$ cat src/rtl/multiply_constant_serial.sv
// Serial shift-and-add multiplier by an elaboration-time constant.
// One constant bit is processed per cycle, so latency is fixed at CONST_WIDTH
// cycles no matter what the constant's bit pattern is. Operands come in and
// results go out through valid/ready handshakes.
//
// state | meaning
// IDLE  | waiting for an operand, in_ready high
// CALC  | accumulating one constant bit per cycle
// DONE  | result held on mul until out_ready
module multiply_constant_serial #(
  parameter int WIDTH       = 8,
  parameter int CONST_WIDTH = 5,
  parameter int CONST       = 17
) (
  input  logic                         clk,
  input  logic                         rst,
  input  logic                         in_valid,
  output logic                         in_ready,
  input  logic [WIDTH-1:0]             a,
  output logic                         out_valid,
  input  logic                         out_ready,
  output logic [WIDTH+CONST_WIDTH-1:0] mul,
  output logic                         busy
);

  localparam int PW    = WIDTH + CONST_WIDTH;
  localparam int CNT_W = (CONST_WIDTH > 1) ? $clog2(CONST_WIDTH) : 1;
  localparam logic [CONST_WIDTH-1:0] CONST_BITS = CONST_WIDTH'(CONST);
  localparam logic [CNT_W-1:0]       CNT_LAST   = CNT_W'(CONST_WIDTH - 1);

  // Reject constants that do not fit in CONST_WIDTH bits.
  if (CONST < 0 || (CONST_WIDTH < 31 && CONST >= (1 << CONST_WIDTH))) begin : g_const_check
    $error("multiply_constant_serial: CONST does not fit in CONST_WIDTH bits");
  end

  typedef enum logic [1:0] {
    IDLE = 2'd0,
    CALC = 2'd1,
    DONE = 2'd2
  } state_t;

  state_t            state_q, state_d;
  logic [WIDTH-1:0]  a_q, a_d;
  logic [PW-1:0]     acc_q, acc_d;
  logic [PW-1:0]     mul_q, mul_d;
  logic [CNT_W-1:0]  cnt_q, cnt_d;
  logic [PW-1:0]     addend;

  // State and datapath registers, synchronous active-high reset.
  always_ff @(posedge clk) begin
    if (rst) begin
      state_q <= IDLE;
      a_q     <= '0;
      acc_q   <= '0;
      mul_q   <= '0;
      cnt_q   <= '0;
    end else begin
      state_q <= state_d;
      a_q     <= a_d;
      acc_q   <= acc_d;
      mul_q   <= mul_d;
      cnt_q   <= cnt_d;
    end
  end

  // Next-state and accumulate logic; the last CALC edge loads mul directly
  // with the final sum so it is valid the same cycle out_valid rises.
  always_comb begin
    state_d = state_q;
    a_d     = a_q;
    acc_d   = acc_q;
    mul_d   = mul_q;
    cnt_d   = cnt_q;
    addend  = '0;
    case (state_q)
      IDLE: begin
        if (in_valid) begin
          a_d     = a;
          acc_d   = '0;
          cnt_d   = '0;
          state_d = CALC;
        end
      end
      CALC: begin
        if (CONST_BITS[cnt_q]) begin
          addend = PW'(a_q) << cnt_q;
        end
        acc_d = acc_q + addend;
        cnt_d = cnt_q + CNT_W'(1);
        if (cnt_q == CNT_LAST) begin
          mul_d   = acc_d;
          cnt_d   = '0;
          state_d = DONE;
        end
      end
      DONE: begin
        if (out_ready) begin
          state_d = IDLE;
        end
      end
      default: state_d = IDLE;
    endcase
  end

  // Handshake outputs decode straight from the state register.
  always_comb begin
    in_ready  = (state_q == IDLE);
    out_valid = (state_q == DONE);
    busy      = (state_q != IDLE);
    mul       = mul_q;
  end

endmodule

$ cat config.mk
export PLATFORM = sky130hd
export DESIGN_NAME = multiply_constant_serial
export DESIGN_NICKNAME = d
export VERILOG_FILES = /design/src/rtl/multiply_constant_serial.sv
export SDC_FILE = /design/constraint.sdc
export NUM_CORES = 1
export LEC_CHECK = 0
export ABC_AREA = 1
export ABC_CLOCK_PERIOD_IN_PS = 4800
export BUFFER_PORTS_ARGS = -buffer_cell sky130_fd_sc_hd__buf_2
export CAP_MARGIN = 20
export CORE_UTILIZATION = 45
export CTS_CLUSTER_SIZE = 10
export DETAILED_ROUTE_END_ITERATION = 7
export PLACE_DENSITY = 0.65
export SETUP_SLACK_MARGIN = 0.5
export SKIP_LAST_GASP = 1
export SLEW_MARGIN = 20
export SYNTH_ARGS = -nofsm -noshare
export SYNTH_HDL_FRONTEND = slang
export SYNTH_SLANG_ARGS = --single-unit
export TNS_END_PERCENT = 30
$ cat constraint.sdc
create_clock -name clk -period 4.8 [get_ports clk]
set_input_delay 0.24 -clock clk [delete_from_list [all_inputs] [get_ports clk]]
set_output_delay 0.24 -clock clk [all_outputs]
set_load 0.005 [all_outputs]
======== After elaboration in Yosys (flattened, before gate mapping) ========
Memories as Yosys holds them, arrays and structs flattened. A register that Yosys moved wholly into a read port is not among the register bits.
Cells that the tools add are included.
word-level totals
  bits in registers ....................... 39
  output and inout port bits .............. 16
  memories ................................ 1
  logic and storage cells ................. 37
  memory bits (read-only) ................. 8
cells by class
  shifts and indexed selects .............. 1
  reduce and logical (&&, ||, !) cells .... 7
  equal/unequal tests ..................... 6
  $lt $le $gt $ge ......................... 1
  add/sub/neg operators ................... 2
  muxes and demuxes ....................... 14
memory list
  name              depth  width  read ports  clocked after memory_dff  write ports  RTL line  source
  (name not given)  8      1      1           1                         0            85        if (CONST_BITS[cnt_q]) begin
operators by type and width
  operator                                                                  count
  13-bit two-way mux                                                        3
  13-bit one-hot mux with 2 select lines                                    1
  13-bit adder                                                              1
  8-bit by 3-bit left shift with 13-bit output                              1
  3-bit two-way mux                                                         4
  2-bit two-way mux                                                         3
  2-bit one-hot mux with 3 select lines                                     1
  3-bit one-hot mux with 2 select lines                                     1
  2-bit AND reduction                                                       3
  3-bit by 4-bit < comparator with 1-bit output (second input constant)     1
  2-bit inequality test (second input constant)                             2
  2-bit nonzero test                                                        2
  3-bit by 1-bit adder with 3-bit output (second input constant)            1
  3-bit == test (second input constant)                                     1
  3-bit AND reduction                                                       1
  2-bit by 1-bit == test with 1-bit output (second input constant)          1
  2-bit == test (second input constant)                                     1
  2-bit zero test                                                           1
  2-bit by 1-bit inequality test with 1-bit output (second input constant)  1
  1-bit two-way mux                                                         1

======== Depth between registers and ports, before layout ========
Gate-level depths: netlist of run 1.
  depth in word-level cells ............... 6
  mapped depth ............................ 21

======== Worst setup path before layout of run 1 ========
No wires, ideal clock.
  kind .................................... register to register
  from .................................... register cnt_q[1]
  to ...................................... register mul_q[12], in the netlist mul[12]
  data required time ...................... 4.691 ns
  arrival ................................. 2.042 ns
  stages on the path, launching flop included .. 18
  slack ................................... 2.649 ns
  path buffers ............................ 2
  path through ............................ dfxtp_1 > buf_4 > inv_1 > buf_2 > nand2_1 > nor2_1 > ha_1 > fa_1 > nand3_1 > nand3_2 > inv_1 > nor2_1 > nor2_1 > nand2_1 > nand2_1 > nand2_1 > nand2_1 > inv_1
between the ends
  cells in the longest elaborated chain, start to end .. 4
  elaborated cells between the ends (all ways) .. 6
  those cells by class .................... add/sub: 1; eq/ne: 1; shift: 1; mux: 2; reduce/logical: 1
RTL lines
  what                                          RTL line  source
  start, declared                               46        logic [CNT_W-1:0] cnt_q, cnt_d;
  start signal, assigned                        62        cnt_q <= cnt_d;
  8-bit by 3-bit left shift with 13-bit output  86        addend = PW'(a_q) << cnt_q;
  13-bit two-way mux                            85
  13-bit two-way mux                            75        case (state_q)
  13-bit adder                                  88        acc_d = acc_q + addend;
  end signal, assigned                          61        mul_q <= mul_d;
  end, declared                                 45        logic [PW-1:0] mul_q, mul_d;
Parallel ways exist; a longest one is shown, timed or not. The select of a mux whose other input is x is not followed.
A chain may end at the register's enable or synchronous reset.

======== Worst setup path in the final report of run 1 ========
  from .................................... register cnt_q[0]
  to ...................................... register mul_q[9], in the netlist mul[9]
Same word-level chain as after synthesis.

==> tab_implementation.tex, run 1 <==
\begin{tabular}{lr}
\hline
Metric & Value \\
\hline
\multicolumn{2}{l}{\textbf{Timing}} \\
Number of hold violations in the final report & 0 \\
Unrepaired setup endpoints after global routing & no \\
Fin Clk Skew & 0.006939 ns \\
Slew at the pin closest to its max-slew limit & 0.7485 ns \\
Count of endpoints failing setup in the final report & 0 \\
Max Clk Rate & 0.3828 GHz \\
Relative slew slack & 50.05\% \\
Post-route fraction of the period consumed by the critical path & 54.42\% \\
Clock period minus worst slack & 2.612 ns \\
Final count of pins violating max slew & 0 \\
Total Negative Setup Slacks & 0 ns \\
\multicolumn{2}{l}{\textbf{CTS}} \\
Post-CTS setup buffer count & 0 \\
CTS tree & yes \\
Post-cts sizing count & 0 \\
Clock Tree Root & clkbuf\_8 \\
H-Tree Level Count & 2 \\
Maximum root-to-sink buffer count & 2 \\
Clock transition at path regs & 0.08 ns \\
Number of clock buffers inserted by TritonCTS & 5 \\
\# clock sinks & 40 \\
Insertion delay to the later sink of the worst-skew pair & 0.30 ns \\
\# hold bufs at CTS & 0 \\
\multicolumn{2}{l}{\textbf{Yosys}} \\
Distinct cells, synth & 30 \\
Cells taking the most area after synthesis & dfxtp\_1, nand2\_1, inv\_1 \\
Synthesized area & 2549 µm² \\
Syn\_nets & 428 \\
Predominant post-synthesis flop cell & dfxtp\_1 \\
Share of Yosys cell area claimed by the top area cell type & 31.42\% \\
Post-synthesis sequential area ratio & 31.42\% \\
\#FFs+latches synth & 40 \\
Async set or reset register ratio after synthesis & 0\% \\
Total number of yosys warnings & 0 \\
Number of enable flip-flop cells after synthesis & 0 \\
Avg Synthesized Cell Area & 6.356 µm² \\
Most area-hungry cell type in the Yosys netlist & dfxtp\_1 \\
Syn Inst Count & 401 \\
\multicolumn{2}{l}{\textbf{Drt}} \\
Vias & 2450 \\
Final ANT Viol Nets & 0 \\
Initial DRC count & 172 \\
Sum of routed wire length over all layers & 5.976 mm \\
Post-route DRC & 0 \\
WL per Instance & 12.07 µm \\
Via density per instance & 4.949 \\
First-pass detailed-route iteration total & 4 \\
\multicolumn{2}{l}{\textbf{Worst setup path}} \\
Required time of the critical path & 5.00 ns \\
Arrival time reported for the critical path endpoint & 2.81 ns \\
Maximum cell stage delay along the critical path & 0.58 ns \\
Type of the worst setup path & reg2reg \\
Category of the worst setup path capture point & flop \\
Crit-path max FO & 11 \\
Cell family with the largest share of critical-path delay & simple AND/OR/NAND/NOR gates \\
Most used cell, CP & nand2\_1 \\
Kind of start point of the critical path & flop \\
Crit. Startpoint & cnt\_q[0] \\
Minimum setup slack among reg-to-reg paths & 2.19 ns \\
CP bufs+invs & 2 \\
Reg2Reg Capture Point & mul[9] \\
Worst-case reg-to-reg path depth & 14 \\
Standard cell with the maximum stage delay on the critical path & dfxtp\_1 \\
Cell Chain, Critical Path & inv\_6 -> nand2\_1 -> o21ai\_0 -> o21ai\_0 -> o22ai\_1 -> ha\_1 -> nand2\_1 -> nor2\_1 -> nand3\_1 -> nand3\_1 -> nand2\_1 -> nand2\_1 -> a21o\_1 -> inv\_1 \\
Launch point of the worst reg-to-reg path & cnt\_q[0] \\
\multicolumn{2}{l}{\textbf{Global routing}} \\
Met1 capacity usage during global routing & 31.40\% \\
Busiest layer in global routing & met1 \\
Global-route wire length before repair & 9.991 mm \\
Global route overflow & 0 \\
Pin count of the biggest net entering global routing & 29 \\
Number of global-route vias before repair & 2077 \\
M3 GR Usage & 3.452\% \\
Antenna violations before repair & 0 \\
All-Layer GR Usage & 21.02\% \\
GR Util met2 & 30.09\% \\
\multicolumn{2}{l}{\textbf{Finish}} \\
\# nets final & 450 \\
Non-filler instance count after layout & 495 \\
Antenna diode count & 0 \\
Number of inserted filler cells in the final layout & 571 \\
Area grow syn2layout & 11.39\% \\
Fraction of layout instances using a drive strength above 1 & 13.00\% \\
\multicolumn{2}{l}{\textbf{Floorplanning}} \\
Row count & 27 \\
Die Outline Area & 5968 µm² \\
Number of primary I/O pins & 28 \\
Overall die width & 77.26 µm \\
Initial Util & 46.57\% \\
Core region area & 5473 µm² \\
Vert. Die Dim & 77.26 µm \\
\multicolumn{2}{l}{\textbf{Hold path}} \\
Endpoint with the worst hold slack & a\_q[2] \\
Start point of the worst hold path & a[2] \\
Instance count along the most critical hold path & 3 \\
Min-delay worst type & in2reg \\
\multicolumn{2}{l}{\textbf{Placed design}} \\
HPWL after detailed placement & 4.581 mm \\
Count of buffers inserted at the top-level ports & 27 \\
Placed cell count & 488 \\
Last weighted congestion value of the routability-driven placer & 0.9244 \\
\multicolumn{2}{l}{\textbf{Pwr}} \\
Cell internal pwr & 592.6 µW \\
Maximum VDD drop & 0.0001409 V \\
Switch share & 27.32\% \\
Switching component of the power & 222.7 µW \\
Clock network fraction of design power & 39.8\% \\
Total power divided by cell area & 287.2 nW/µm² \\
Combinational Power Share & 16.6\% \\
Sequential share of power & 43.6\% \\
Static Leakage & 0.001506 µW \\
\multicolumn{2}{l}{\textbf{Flow run}} \\
Max-cap violations & 0 \\
\multicolumn{2}{l}{\textbf{Run status}} \\
Run status & complete, no violations \\
\hline
\end{tabular}
==> power groups by stage <==
stage	combinational (µW)	sequential [µW]	clock (µW)
final	135	356	325
after global routing	154	358	345
after CTS	135	355	333
after detailed placement	133	363	0
after global placement	133	363	0
after floorplan	107	358	0
==> metal layers <==
| metal | routed length, µm | vias to the layer above |
|---|---|---|
| met5 | 0 | - |
| met4 | 87 | 0 |
| met3 | 285 | 9 |
| met2 | 2532 | 54 |
| met1 | 3070 | 1085 |
| li1 | - | 1302 |
==> worst max path at each step <==
| stage | cells after the start | to |
|---|---|---|
| 2_1_floorplan | 17 | mul[12] |
| 3_3_place_gp | 7 | mul[7] |
| 3_5_place_dp | 7 | mul[7] |
| 4_1_cts | 7 | mul[7] |
| 5_1_grt | 14 | mul[9] |
| 6_report | 14 | mul[9] |
==> worst min-delay path: stages <==
cell	delay, ns
buf_2	0.07
o21ai_0	0.07
nor2_1	0.07
==> kinds of logic (layout without fill, tap and decap cells) <==
logic type	count (synthesis)	count (layout)	share of synthesized area [%]
buffers and inverters	70	92	11.34
adders and majority gates	15	15	7.658
and+or+nand+nor	208	208	33.77
AOI/OAI and AO/OA	61	61	13.40
xor gates and xnor gates	7	7	2.406
DFF	40	40	31.42
==> metrics by stage <==
step | total power, µW | hold slack, ns | area, µm² | worst slack [ns] | utilization (%)
2_1_floorplan | 465.2 | 0.4067 | 2549 | 2.649 | -
3_3_place_gp | 496.4 | 0.4314 | 2708 | 2.078 | 49.47
3_5_place_dp | 496.7 | 0.4319 | 2708 | 2.143 | 49.47
4_1_cts | 822.9 | 0.1867 | 2836 | 2.096 | 51.83
5_1_grt | 857.2 | 0.1865 | 2839 | 1.893 | 51.87
6_report | 815.4 | 0.1922 | 2839 | 2.188 | 51.87
==> synth_stat cells, types with 2 or more instances <==
| library cell | instances |
|---|---|
| a21o_1 | 2 |
| o21ai_0 | 27 |
| nand4_1 | 5 |
| buf_4 | 2 |
| ha_1 | 14 |
| o22ai_1 | 4 |
| nand2_1 | 123 |
| inv_2 | 5 |
| a21oi_2 | 2 |
| inv_1 | 51 |
| nand3_2 | 3 |
| nand2_2 | 4 |
| nand3_1 | 25 |
| xor2_1 | 6 |
| buf_2 | 5 |
| a21oi_1 | 22 |
| dfxtp_1 | 40 |
| clkbuf_1 | 3 |
| nor2_2 | 3 |
| nor2_1 | 45 |
==> layout by cell type, fill, tap and decap left out <==
master | netlist | final
a211oi_2 | 1 | 1
a21o_1 | 2 | 2
a21oi_1 | 22 | 22
a21oi_2 | 2 | 2
buf_2 | 5 | 27
bufinv_16 | 0 | 2
clkbuf_8 | 0 | 5
clkinv_1 | 1 | 1
dfxtp_1 | 40 | 40
fa_1 | 1 | 1
ha_1 | 14 | 14
inv_1 | 51 | 51
inv_2 | 5 | 5
inv_6 | 1 | 1
nand2_1 | 123 | 123
nand2_2 | 4 | 4
nand3_1 | 25 | 25
nand3_2 | 3 | 3
nand4_1 | 5 | 5
nor2_1 | 45 | 44
nor2_2 | 3 | 4
o211ai_2 | 1 | 1
o21ai_0 | 27 | 27
o21ai_1 | 1 | 1
o22ai_1 | 4 | 4
o32ai_1 | 1 | 1
xnor2_1 | 1 | 1
xor2_1 | 6 | 6
==> area by class of cell <==
class	instances	area, µm²	share of cell area [%]
Multi-Input combinational cell	291	1461	51.48
Sequential cell	40	800.8	28.21
Tap cell	72	90.09	3.173
Timing Repair Buffer	27	135.1	4.760
Inverter	58	222.7	7.845
Clock buffer	5	68.82	2.424
Clock inverter	2	60.06	2.115
==> registers in the layout (all words and copies together) (netlist names), named ones only <==
signal,flops
a_q,8
mul,13
acc_q,13
cnt_q,3
state_q,2
Power figures use the tool's default switching activity.
==> run 2: changes to the inputs <==
--- a/config.mk
+++ b/config.mk
@@ -6,7 +6,7 @@
 export NUM_CORES = 1
 export LEC_CHECK = 0
 export ABC_AREA = 1
-export ABC_CLOCK_PERIOD_IN_PS = 4800
+export ABC_CLOCK_PERIOD_IN_PS = 2630
 export BUFFER_PORTS_ARGS = -buffer_cell sky130_fd_sc_hd__buf_2
 export CAP_MARGIN = 20
 export CORE_UTILIZATION = 45
==> constraint.sdc (replaced) <==
create_clock -name clk -period 2.63 [get_ports clk]
set_input_delay 0.1315 -clock clk [delete_from_list [all_inputs] [get_ports clk]]
set_output_delay 0.1315 -clock clk [all_outputs]
set_load 0.005 [all_outputs]
==> run 2 against run 1 <==
  * Register-to-register slack lost 1.8 ns
  * Setup slack lost 1.8 ns
  * Routed wire length grew 18%
  * Die area is the same
  * Non-clock buffer count grew 24
  * Total power grew 89%
  * Critical endpoint is now acc_q[8]
  * Largest power group unchanged
==> tab_implementation.tex, run 2 (synthesis gave the netlist of run 1 again) <==
\begin{tabular}{lr}
\hline
Metric & Value \\
\hline
\multicolumn{2}{l}{\textbf{CTS}} \\
Clock transition at path regs & 0.09 ns \\
Insertion delay to the later sink of the worst-skew pair & 0.31 ns \\
Maximum root-to-sink buffer count & 2 \\
Clock Tree Root & clkbuf\_8 \\
\# clock sinks & 40 \\
CTS tree & yes \\
\# hold bufs at CTS & 0 \\
Number of clock buffers inserted by TritonCTS & 5 \\
H-Tree Level Count & 2 \\
\multicolumn{2}{l}{\textbf{Timing}} \\
Number of hold violations in the final report & 0 \\
Hold Slack & 0.07314 ns \\
Relative slew slack & 61.90\% \\
Clock period minus worst slack & 2.232 ns \\
Final worst setup slack & 0.3980 ns \\
Final count of pins violating max slew & 0 \\
Slew at the pin closest to its max-slew limit & 0.5716 ns \\
Total Negative Setup Slacks & 0 ns \\
Max Clk Rate & 0.4480 GHz \\
Fin Clk Skew & 0.01486 ns \\
Count of endpoints failing setup in the final report & 0 \\
Post-route fraction of the period consumed by the critical path & 84.87\% \\
Unrepaired setup endpoints after global routing & yes \\
\multicolumn{2}{l}{\textbf{Worst setup path}} \\
Type of the worst setup path & reg2reg \\
Arrival time reported for the critical path endpoint & 2.47 ns \\
Kind of start point of the critical path & flop \\
Crit-path max FO & 10 \\
Category of the worst setup path capture point & flop \\
Minimum setup slack among reg-to-reg paths & 0.40 ns \\
Required time of the critical path & 2.86 ns \\
\multicolumn{2}{l}{\textbf{Global routing}} \\
Global route overflow & 0 \\
All-Layer GR Usage & 23.82\% \\
Number of global-route vias before repair & 2332 \\
Pin count of the biggest net entering global routing & 29 \\
Antenna violations before repair & 0 \\
Global-route wire length before repair & 11.23 mm \\
\multicolumn{2}{l}{\textbf{Finish}} \\
Number of inserted filler cells in the final layout & 487 \\
Fraction of layout instances using a drive strength above 1 & 38.17\% \\
Area grow syn2layout & 36.28\% \\
Final core utilization & 63.47\% \\
\# nets final & 474 \\
Commonest cells after routing, fill and taps aside & nand2\_1, inv\_1, dfxtp\_1, nor2\_1, nand2\_2 \\
Antenna diode count & 0 \\
Most common cell after layout, fill and taps aside & nand2\_1 \\
\multicolumn{2}{l}{\textbf{Drt}} \\
Met2 WL & 3.263 mm \\
Initial DRC count & 150 \\
WL per Instance & 13.58 µm \\
Wire length on met3 & 292 µm \\
Sum of routed wire length over all layers & 7.063 mm \\
Via density per instance & 5.069 \\
Uppermost layer routed & met4 \\
First-pass detailed-route iteration total & 4 \\
Final ANT Viol Nets & 0 \\
Vias & 2636 \\
Routed length on met1 & 3.386 mm \\
Post-route DRC & 0 \\
\multicolumn{2}{l}{\textbf{Flow run}} \\
Max-cap violations & 0 \\
\multicolumn{2}{l}{\textbf{Pwr}} \\
Maximum VDD drop & 0.0002996 V \\
Static Leakage & 0.001728 µW \\
Total power divided by cell area & 444.5 nW/µm² \\
\multicolumn{2}{l}{\textbf{Floorplanning}} \\
Die Outline Area & 5968 µm² \\
Overall die width & 77.26 µm \\
Number of primary I/O pins & 28 \\
Core region area & 5473 µm² \\
Initial Util & 46.57\% \\
Row count & 27 \\
Vert. Die Dim & 77.26 µm \\
\multicolumn{2}{l}{\textbf{Placed design}} \\
HPWL after detailed placement & 4.722 mm \\
Last weighted congestion value of the routability-driven placer & 0.8942 \\
Count of buffers inserted at the top-level ports & 27 \\
Post-placement setup slack & 0.1372 ns \\
\multicolumn{2}{l}{\textbf{Run status}} \\
Run status & complete, no violations \\
\multicolumn{2}{l}{\textbf{Hold path}} \\
Min-delay worst type & in2reg \\
\hline
\end{tabular}
[run 2: cell type report]
| type | count | area [µm²] | area share (%) |
|---|---|---|---|
| clock buffer | 7 | 86.33 | 2.486 |
| clock inverter | 1 | 7.507 | 0.2161 |
| inverter | 58 | 232.7 | 6.700 |
| multi-input combinational | 291 | 1927 | 55.48 |
| sequential | 40 | 807.0 | 23.23 |
| tap | 72 | 90.09 | 2.594 |
| timing repair buffer | 51 | 322.8 | 9.294 |
[run 2: what timing repair did]
item | in CTS | in global routing
resized for setup | 67 | 70
pin swaps | 23 | 47
buffers inserted | 10 | 9
endpoints found under the setup margin | 20 | 20
[run 2: per-layer routing]
layer  vias up  GRT usage [%]
li1       1366              -
met1      1200          33.21
met2        56          37.43
met3        14          3.571
met4         0          7.358
met5         -              0
[run 2: per-stage QoR]
step | cell area [µm²] | total power [µW] | cells
global placement | 2748 | 915.4 | 493
global route | 3473 | 1614 | 520
CTS | 3161 | 1446 | 511
floorplan | 2551 | 849.4 | 401
detailed placement | 2748 | 915.7 | 493
finish | 3473 | 1544 | 520
[run 2: path summary, 6_finish.rpt]
check                           startpoint       end  depth (start not counted)
worst max-delay path              cnt_q[0]  acc_q[8]                         16
worst min-delay path                  a[5]    a_q[5]                          3
worst max register to register    cnt_q[0]  acc_q[8]                         16
worst min register to register      mul[1]    mul[1]                          2
[run 2: power breakdown]
group / total [µW] / switching, µW / internal [µW]
Clock: 453 / 239 / 214
Combinational: 437 / 256 / 181
Sequential: 654 / 25.4 / 629
[run 2: critical path: stages, from the launching register on]
cell and delay, ns:
dfxtp_4 0.42, inv_8 0.07, nand2_2 0.08, o21ai_4 0.07, o21ai_2 0.17, buf_4 0.15
o22ai_4 0.07, ha_4 0.33, nand2_4 0.08, inv_2 0.05, nand2_1 0.05, nand2_2 0.09
inv_2 0.03, nand2_1 0.06, xor2_1 0.21, nand2_1 0.09, a21oi_2 0.13
==> run 3: changes to the inputs <==
--- a/config.mk
+++ b/config.mk
@@ -5,14 +5,14 @@
 export SDC_FILE = /design/constraint.sdc
 export NUM_CORES = 1
 export LEC_CHECK = 0
-export ABC_AREA = 1
-export ABC_CLOCK_PERIOD_IN_PS = 2630
+export ABC_AREA = 0
+export ABC_CLOCK_PERIOD_IN_PS = 1850
 export BUFFER_PORTS_ARGS = -buffer_cell sky130_fd_sc_hd__buf_2
 export CAP_MARGIN = 20
 export CORE_UTILIZATION = 45
 export CTS_CLUSTER_SIZE = 10
 export DETAILED_ROUTE_END_ITERATION = 7
-export PLACE_DENSITY = 0.65
+export PLACE_DENSITY = 0.68
 export SETUP_SLACK_MARGIN = 0.5
 export SKIP_LAST_GASP = 1
 export SLEW_MARGIN = 20
==> constraint.sdc (replaced) <==
create_clock -name clk -period 1.85 [get_ports clk]
set_input_delay 0.0925 -clock clk [delete_from_list [all_inputs] [get_ports clk]]
set_output_delay 0.0925 -clock clk [all_outputs]
set_load 0.005 [all_outputs]
==> run 3 against run 2 <==
  * Area after synthesis fell by 4.7%
  * Count of clock-buffer cells in the layout did not move
  * The run now ends with negative setup slack left
  * Critical path depth fell by 4
  * Global-route usage rose by 3.2 points
  * Flip-flop and latch count did not move
  * Routed wire length rose by 4.1%
  * Hold slack got worse by 0.053 ns
  * Cell area rose by 1.2%
  * Die area fell by 4.5%
  * Critical path type unchanged
  * First-iteration DRC count rose by 29%
  * Synthesized cell count fell by 23%
  * Via count rose by 1.2%
==> tab_implementation.tex, run 3 <==
\begin{tabular}{lr}
\hline
Metric & Value \\
\hline
\multicolumn{2}{l}{\textbf{Floorplanning}} \\
Core region area & 5140 µm² \\
Die Outline Area & 5697 µm² \\
Overall die width & 75.48 µm \\
Vert. Die Dim & 75.48 µm \\
Initial Util & 47.27\% \\
Number of primary I/O pins & 28 \\
Row count & 26 \\
\multicolumn{2}{l}{\textbf{Timing}} \\
Number of hold violations in the final report & 0 \\
Post-route fraction of the period consumed by the critical path & 142.3\% \\
Clock period minus worst slack & 2.632 ns \\
Final count of pins violating max slew & 0 \\
Fin Clk Skew & 0.005646 ns \\
Unrepaired setup endpoints after global routing & yes \\
Final worst setup slack & -0.7821 ns \\
Relative slew slack & 45.64\% \\
Slew at the pin closest to its max-slew limit & 0.8124 ns \\
Max Clk Rate & 0.3799 GHz \\
Count of endpoints failing setup in the final report & 25 \\
\multicolumn{2}{l}{\textbf{Placed design}} \\
Placed cell count & 450 \\
HPWL after detailed placement & 4.870 mm \\
Count of buffers inserted at the top-level ports & 27 \\
Last weighted congestion value of the routability-driven placer & 0.9242 \\
\multicolumn{2}{l}{\textbf{Yosys}} \\
Number of enable flip-flop cells after synthesis & 0 \\
\#FFs+latches synth & 40 \\
Total number of yosys warnings & 0 \\
Async set or reset register ratio after synthesis & 0\% \\
Most area-hungry cell type in the Yosys netlist & dfxtp\_1 \\
Predominant post-synthesis flop cell & dfxtp\_1 \\
Most frequent cells after synthesis & nand2\_1, dfxtp\_1, a21oi\_1, nor2\_1, ha\_1 \\
Distinct cells, synth & 49 \\
Avg Synthesized Cell Area & 7.889 µm² \\
Syn Inst Count & 308 \\
Synthesized area & 2430 µm² \\
Post-synthesis sequential area ratio & 32.96\% \\
Share of Yosys cell area claimed by the top area cell type & 32.96\% \\
Cells taking the most area after synthesis & dfxtp\_1, nand2\_1, ha\_1 \\
Syn\_nets & 335 \\
Most instantiated library cell after synthesis & nand2\_1 \\
\multicolumn{2}{l}{\textbf{Worst setup path}} \\
Kind of start point of the critical path & flop \\
Arrival time reported for the critical path endpoint & 2.83 ns \\
Category of the worst setup path capture point & flop \\
Minimum setup slack among reg-to-reg paths & -0.78 ns \\
Crit-path max FO & 6 \\
Type of the worst setup path & reg2reg \\
Required time of the critical path & 2.04 ns \\
\multicolumn{2}{l}{\textbf{CTS}} \\
H-Tree Level Count & 2 \\
Clock Tree Root & clkbuf\_8 \\
\# clock sinks & 40 \\
CTS tree & yes \\
Number of clock buffers inserted by TritonCTS & 5 \\
Clock transition at path regs & 0.08 ns \\
Insertion delay to the later sink of the worst-skew pair & 0.30 ns \\
Maximum root-to-sink buffer count & 2 \\
\multicolumn{2}{l}{\textbf{Global routing}} \\
All-Layer GR Usage & 27.05\% \\
Antenna violations before repair & 0 \\
Pin count of the biggest net entering global routing & 26 \\
Number of global-route vias before repair & 2476 \\
Global-route wire length before repair & 11.47 mm \\
Global route overflow & 0 \\
\multicolumn{2}{l}{\textbf{Pwr}} \\
Maximum VDD drop & 0.0004619 V \\
Total power divided by cell area & 607.4 nW/µm² \\
Combinational Power Share & 20.2\% \\
Cell internal pwr & 1567 µW \\
Sequential share of power & 42.6\% \\
Clock network fraction of design power & 37.3\% \\
Switching component of the power & 568.1 µW \\
Switch share & 26.61\% \\
Static Leakage & 0.001585 µW \\
\multicolumn{2}{l}{\textbf{Finish}} \\
Antenna diode count & 0 \\
Fraction of layout instances using a drive strength above 1 & 37.62\% \\
Commonest cells after routing, fill and taps aside & buf\_4, nand2\_1, dfxtp\_1, nor2\_1 \\
Area used by sequential logic in the layout & 808.3 µm² \\
Most common cell after layout, fill and taps aside & buf\_4 \\
\# nets final & 430 \\
Final core utilization & 68.38\% \\
Non-filler instance count after layout & 474 \\
Area grow syn2layout & 44.64\% \\
Area occupied by multi-input gates & 1753 µm² \\
Number of inserted filler cells in the final layout & 440 \\
\multicolumn{2}{l}{\textbf{Drt}} \\
Post-route DRC & 0 \\
WL per Instance & 15.51 µm \\
Final ANT Viol Nets & 0 \\
Initial DRC count & 194 \\
Vias & 2667 \\
Sum of routed wire length over all layers & 7.353 mm \\
Via density per instance & 5.627 \\
First-pass detailed-route iteration total & 5 \\
\multicolumn{2}{l}{\textbf{Run status}} \\
Run status & complete, but fails checks \\
Failing checks & negative setup slack \\
\multicolumn{2}{l}{\textbf{Hold path}} \\
Min-delay worst type & in2reg \\
\multicolumn{2}{l}{\textbf{Flow run}} \\
Max-cap violations & 0 \\
\hline
\end{tabular}
## run 3: power groups by stage
stage                     Sequential, µW  Combinational (µW)  Clock, µW
after floorplan                      920                 220          0
after global placement               928                 347          0
after detailed placement             929                 353          0
after CTS                            908                 399        808
after global routing                 913                 467        844
final                                909                 430        795
## run 3: cell type report
cell class	count	area share, %
multi-input cells	248	49.88
flip-flops and latches	40	23.00
repair buffers	104	20.61
clock buffers	7	2.741
well taps	70	2.492
clock inverters	1	0.8544
inverters	4	0.4272
## run 3: layer usage
layer  global-route usage [%]  part of all wire [%]  vias up
li1                         -                     -     1301
met1                    34.66                    44     1255
met2                    45.04                    48       92
met3                    4.894                   5.3       19
met4                    10.91                   2.8        0
met5                        0                     0        -
## run 3: kinds of logic after synthesis
family	Yosys count	share of synthesized area, %
fa+ha+maj	15	8.033
simple gates	127	24.72
compound gates	89	23.84
xor+xnor	7	2.523
mux	10	4.428
buf+inv	20	3.501
flops	40	32.96
## run 3: worst paths after layout
kind            start  cells past startpoint        end
max          cnt_q[1]                     12  acc_q[12]
min              a[1]                      3     a_q[1]
max reg2reg  cnt_q[1]                     12  acc_q[12]
min reg2reg    mul[4]                      2     mul[4]
## run 3: metrics by stage
step | power, µW | setup WS, ns | instance area (µm²) | hold slack (ns) | setup TNS (ns)
final | 2135 | -0.7821 | 3515 | 0.02027 | -12.55
after global placement | 1275 | -0.9060 | 3078 | 0.3325 | -13.83
after CTS | 2114 | -0.6910 | 3387 | 0.01440 | -11.30
after global routing | 2224 | -0.8970 | 3515 | 0.03409 | -15.79
after detailed placement | 1282 | -0.9336 | 3078 | 0.3389 | -15.17
after floorplan | 1140 | -0.7115 | 2489 | 0.2285 | -8.696
## run 3: timing repair
action,in CTS,in global routing
cloned,0,0
pin swaps,22,11
setup buffers,10,6
gates resized for setup,27,16
hold buffers,0,0
endpoints found under the setup margin,32,37
## run 3: critical path, stage by stage (launching register included)
cell and delay, ns:
dfxtp_4 0.39, buf_6 0.12, mux2i_2 0.22, buf_4 0.15
a21oi_2 0.06, a21oi_1 0.14, nor2_1 0.07, ha_1 0.37
o21ai_2 0.09, o21ai_1 0.12, and3b_2 0.24, or3_1 0.31
a32o_1 0.24
